--- src/rtl/reg_status_file.sv ---
// Architectural register file with per-register rename tags. Resolves issuing
// operands to a value or a pending ROB tag and registers the result for RS/LSB.
module reg_status_file #(
  parameter int unsigned REG_N   = 32,
  parameter int unsigned REG_BIT = 5,
  parameter int unsigned ROB_BIT = 5,
  parameter int unsigned DAT_W   = 32
) (
  input  logic               clk,
  input  logic               rst,
  input  logic               en,
  input  logic               br_flag_i,
  input  logic               is_en_i,
  input  logic [REG_BIT-1:0] is_rs1_i,
  input  logic [REG_BIT-1:0] is_rs2_i,
  input  logic [REG_BIT-1:0] is_rd_i,
  input  logic               is_wr_i,
  input  logic [ROB_BIT-1:0] is_qd_i,
  input  logic               cmt_en_i,
  input  logic [REG_BIT-1:0] cmt_rd_i,
  input  logic [ROB_BIT-1:0] cmt_q_i,
  input  logic [DAT_W-1:0]   cmt_v_i,
  input  logic               cdb_en_i,
  input  logic [ROB_BIT-1:0] cdb_q_i,
  input  logic [DAT_W-1:0]   cdb_v_i,
  output logic [ROB_BIT-1:0] rob_reqqj_o,
  output logic [ROB_BIT-1:0] rob_reqqk_o,
  input  logic               rob_rdyj_i,
  input  logic               rob_rdyk_i,
  input  logic [DAT_W-1:0]   rob_vj_i,
  input  logic [DAT_W-1:0]   rob_vk_i,
  output logic               out_en_o,
  output logic [ROB_BIT-1:0] out_qj_o,
  output logic [ROB_BIT-1:0] out_qk_o,
  output logic [DAT_W-1:0]   out_vj_o,
  output logic [DAT_W-1:0]   out_vk_o,
  output logic [ROB_BIT-1:0] out_qd_o
);

  typedef struct packed {
    logic [ROB_BIT-1:0] q;
    logic [DAT_W-1:0]   v;
  } opnd_t;

  logic [DAT_W-1:0]   r_val [REG_N];
  logic [ROB_BIT-1:0] r_tag [REG_N];

  logic [ROB_BIT-1:0] w_tagj;
  logic [ROB_BIT-1:0] w_tagk;
  logic               w_ren;
  opnd_t              w_opj;
  opnd_t              w_opk;

  function automatic opnd_t resolve(
    input logic [REG_BIT-1:0] rs,
    input logic [ROB_BIT-1:0] tag,
    input logic [DAT_W-1:0]   val,
    input logic               rdy,
    input logic [DAT_W-1:0]   rob_v
  );
    opnd_t o;
    o = '0;
    if (rs == '0) begin
      o = '0;
    end else if (tag == '0) begin
      o.v = val;
    end else if (cmt_en_i && cmt_q_i == tag) begin
      o.v = cmt_v_i;
    end else if (cdb_en_i && cdb_q_i == tag) begin
      o.v = cdb_v_i;
    end else if (rdy) begin
      o.v = rob_v;
    end else begin
      o.q = tag;
    end
    return o;
  endfunction

  always_comb begin
    w_tagj = r_tag[is_rs1_i];
    w_tagk = r_tag[is_rs2_i];
    w_ren  = is_en_i && is_wr_i && !br_flag_i;
    w_opj  = resolve(is_rs1_i, w_tagj, r_val[is_rs1_i], rob_rdyj_i, rob_vj_i);
    w_opk  = resolve(is_rs2_i, w_tagk, r_val[is_rs2_i], rob_rdyk_i, rob_vk_i);
  end

  assign rob_reqqj_o = w_tagj;
  assign rob_reqqk_o = w_tagk;

  // Entry 0 is only ever reset, which keeps x0 hardwired to zero.
  always_ff @(posedge clk or negedge rst) begin
    if (!rst) begin
      for (int unsigned i = 0; i < REG_N; i++) begin
        r_val[i] <= '0;
        r_tag[i] <= '0;
      end
    end else if (en) begin
      for (int unsigned i = 1; i < REG_N; i++) begin
        if (cmt_en_i && cmt_rd_i == REG_BIT'(i))
          r_val[i] <= cmt_v_i;
        // Rename wins over a same-cycle commit clear; flush wins over both.
        if (br_flag_i)
          r_tag[i] <= '0;
        else if (w_ren && is_rd_i == REG_BIT'(i))
          r_tag[i] <= is_qd_i;
        else if (cmt_en_i && cmt_rd_i == REG_BIT'(i) && r_tag[i] == cmt_q_i)
          r_tag[i] <= '0;
      end
    end
  end

  always_ff @(posedge clk or negedge rst) begin
    if (!rst) begin
      out_en_o <= 1'b0;
      out_qj_o <= '0;
      out_qk_o <= '0;
      out_vj_o <= '0;
      out_vk_o <= '0;
      out_qd_o <= '0;
    end else if (en) begin
      out_en_o <= is_en_i && !br_flag_i;
      out_qj_o <= w_opj.q;
      out_qk_o <= w_opk.q;
      out_vj_o <= w_opj.v;
      out_vk_o <= w_opk.v;
      out_qd_o <= is_qd_i;
    end else begin
      out_en_o <= 1'b0;
    end
  end

endmodule
--- config.mk ---
export PLATFORM = sky130hd
export DESIGN_NAME = reg_status_file
export DESIGN_NICKNAME = d
export VERILOG_FILES = /design/src/rtl/reg_status_file.sv
export SDC_FILE = /design/constraint.sdc
export NUM_CORES = 2
export LEC_CHECK = 0
export CAP_MARGIN = 20
export CORE_MARGIN = 3
export CORE_UTILIZATION = 55
export CTS_CLUSTER_SIZE = 16
export DETAILED_ROUTE_END_ITERATION = 16
export GPL_TIMING_DRIVEN = 1
export PLACE_DENSITY = 0.73
export SLEW_MARGIN = 20
export SYNTH_ARGS = -nofsm -noshare
export SYNTH_HDL_FRONTEND = slang
export SYNTH_SLANG_ARGS = --single-unit
--- constraint.sdc ---
create_clock -name clk -period 3.7 [get_ports clk]
set_input_delay 0.37 -clock clk [delete_from_list [all_inputs] [get_ports clk]]
set_output_delay 0.37 -clock clk [all_outputs]
set_load 0.05 [all_outputs]
==> metrics <==
cells taking the most area after synthesis dfrtp_1 (44%), mux4_2 (20%), mux2_2 (17%); CP top delay family buffers and inverters; vias in the first global route approximately 51000; hold endpoint r_tag[145]; worst path bufs/invs 5; die area 0.131 mm2; sequential power share ~43%; max_slew headroom a little under a quarter; Placer Congestion approximately 1; Synth-to-Final Area Change 15.1%; post-DP HPWL approximately 150000 um; Yosys top cell by area dfrtp_1; IO Pins around 260; Switch Pwr about 11 mW; number of hold violations in the final report 0; H-tree Lvls 4; Critical R2R Capture out_vk_o[19]; R2R cell count 11; Initial Utilization a little under three fifths; Port Buffer Count 262; Arr. time, crit path 3080 ps; layout cells sized above 1 41.8%; cell with the most instances after synthesis dfrtp_1; DRT antenna net count 0; most frequent cells after synthesis dfrtp_1 (1227), mux2_2 (1043), mux4_2 (632); crit-path cells buf_4 -> mux4_2 -> or3_1 -> o41ai_1 -> buf_4 -> or3_1 -> buf_4 -> inv_1 -> buf_4; status finished clean; latest clock arrival within the worst-skew pair between 700 and 800 ps; Post-synth EDFFs 0; setup violators final 0; hold_ws between 50 and 60 ps; Peak Freq slightly below 0.3 GHz; maximum root-to-sink buffer count 3; Synth Register Bits around 1200; initial antenna violation count 12; crit path max fanout 5; Core Box Area between 0.1 and 0.15 mm2; Final min period between 3000 and 4000 ps; Routed WL 237000 um; Worst R2R Start r_tag[84]; crit path capture type output pin; Clock power frac a little over a third; Hold Path Class in2reg; min-delay src en; row cnt 129; largest net degree at the start of global routing around 140; top_reg_cell synth dfrtp_1; Post-CTS Setup Inserts 0; Tcrit/Tclk final between 90 and 100%; Max IR drop VDD about 0.32 mV; Total GRT Usage 36.3%; Crit Path Class reg2out; CTS tree built; clk sinks between 1000 and 1500; CP max stage cell mux4_2; Clock Skews roughly 44 ps; first-pass GRT wire length roughly 350000 um; crit path from r_tag[119]; wire per inst about 33 um; most used cell, CP buf_4; Crit path required time around 3300 ps; pwr dens approximately 470 mW/mm2; count of different cell masters after synthesis between 60 and 70; Root Buffer clkbuf_16; die height 362 um; Fin Setup TNS 0 ps; First-pass DRT Iterations 8; r2r setup slk approximately 280 ps; sw frac 29.0%; DR vias a little over 50000; Ys Warns 37; Worst Hold Depth 3; Iter 0 DRT Violations between 6000 and 7000; Max Slew Vio Count 0; fillers 8974; Int Pwr around 27 mW; CTS buffer count about 140; Synth top area share around 44%; via/cell ratio roughly 7.1; Cell Area, Synth about 0.070 mm2; CP Launch Type flip-flop; Worst Tran Pin Value between 1000 and 1500 ps; grt total ovfl 0; detailed-route DRC error count 0; Synth Net Count roughly 5400; max-cap violations 0; Avg Inst Size Synth approximately 13 um2; ys async rst share 100%; die width roughly 360 um; unrepaired setup endpoints after global routing no; register area share after synthesis approximately 44%; part of the power in combinational logic between 20% and 30%; clk slew on worst S/H paths approximately 60 ps; NumNets Final 5597; Post-Synthesis Cells 5219; P_leak between 30 and 40 nW; worst stage delay on the critical path 510 ps
==> sequential cells by signal, summed over array words and instances, names as in the netlist <==
name / cells
out_en_o: 1
out_qd_o: 5
out_qj_o: 5
out_qk_o: 5
out_vj_o: 32
out_vk_o: 32
r_tag: 155
r_val: 992
==> stage by stage <==
| stage | utilization (%) | cell area (um2) | power, mW | cells | setup slack [ps] |
|---|---|---|---|---|---|
| floorplan | - | 69700 | 21.1 | 5219 | 435 |
| global placement | 60.7 | 75700 | 23.7 | 6920 | 105 |
| detailed placement | 60.7 | 75700 | 24.0 | 6920 | 44.8 |
| CTS | 64.3 | 80200 | 37.6 | 7160 | 250 |
| global route | 64.3 | 80200 | 38.9 | 7163 | 90.3 |
| finish | 64.3 | 80200 | 37.7 | 7167 | 247 |
==> kinds of logic after synthesis <==
logic type	Yosys count	share of synthesized area (%)
buffers and inverters	686	3.99
AO/OA/AOI/OAI	593	5.39
XOR/XNOR	162	2.04
multiplexers	1813	39.3
AND/OR/NAND/NOR	738	5.23
flip-flops	1227	44.1
==> per-layer routing <==
layer	routed length (um)	GRT usage, %
met1	90200	49.6
met2	106000	53.8
met3	28700	10.8
met4	12300	17.1
met5	24	0.218
==> what timing repair did <==
| item | 4_1_cts | 5_1_grt |
|---|---|---|
| gates resized for setup | 0 | 0 |
| hold endpoints to repair | 85 | 0 |
| hold buffers | 2 | 0 |
| setup endpoints to repair | 0 | 0 |
==> power by group through the flow <==
stage | clock [mW] | combinational [mW] | sequential, mW
2_1_floorplan | 0 | 4.59 | 16.5
3_3_place_gp | 0 | 7.43 | 16.2
3_5_place_dp | 0 | 7.59 | 16.4
4_1_cts | 13.8 | 7.62 | 16.2
5_1_grt | 14.4 | 8.10 | 16.4
6_report | 13.7 | 7.71 | 16.3
==> cell type report <==
cell class	count	area, um2	share of cell area [%]
inverters	170	653	0.814
flip-flops and latches	1227	30700	38.3
well taps	1637	2050	2.55
multi-input cells	3306	36400	45.4
repair buffers	583	5920	7.38
diodes	6	15.0	0.0187
clock buffers	198	3920	4.88
clock inverters	40	562	0.700
==> tightest hold or removal path: cells and delay by family <==
| kind | cells | cell delay, ps |
|---|---|---|
| simple gates | 1 | 110 |
| buf+inv | 1 | 240 |
| compound gates | 1 | 70 |
==> worst max-delay path by stage <==
stage          depth (start not counted)             end
4_1_cts                                8  rob_reqqj_o[4]
3_5_place_dp                          11     out_vk_o[6]
2_1_floorplan                         13    out_vj_o[19]
3_3_place_gp                          11    out_vk_o[26]
6_report                               9  rob_reqqj_o[4]
5_1_grt                               10     out_vk_o[8]
==> layout by cell type (no fill, tap or decap), types with 14 or more instances in the layout <==
cell type | Yosys | routed
or2_2 | 20 | 20
a22o_1 | 25 | 25
nand4_1 | 60 | 60
inv_1 | 169 | 164
clkbuf_8 | 0 | 28
a21oi_1 | 100 | 100
nor2_1 | 105 | 95
clkbuf_1 | 300 | 34
o2111ai_1 | 14 | 14
a2bb2oi_1 | 26 | 26
clkbuf_16 | 0 | 136
buf_12 | 0 | 77
nand2b_1 | 16 | 16
dfrtp_1 | 1227 | 1227
mux2i_1 | 134 | 134
a31oi_1 | 33 | 32
clkdlybuf4s50_1 | 0 | 230
o21ai_1 | 19 | 19
xnor2_1 | 96 | 96
and2_1 | 27 | 27
nand3_1 | 166 | 165
o21ai_0 | 219 | 219
mux2_2 | 1043 | 1043
a22oi_1 | 58 | 58
clkinv_2 | 0 | 15
nor4_1 | 36 | 36
nand2_1 | 193 | 173
mux4_2 | 632 | 632
xor2_1 | 66 | 66
nor3_1 | 67 | 67
buf_4 | 8 | 255
nand2_2 | 0 | 20
No activity file was read; power rests on OpenSTA's default activity.
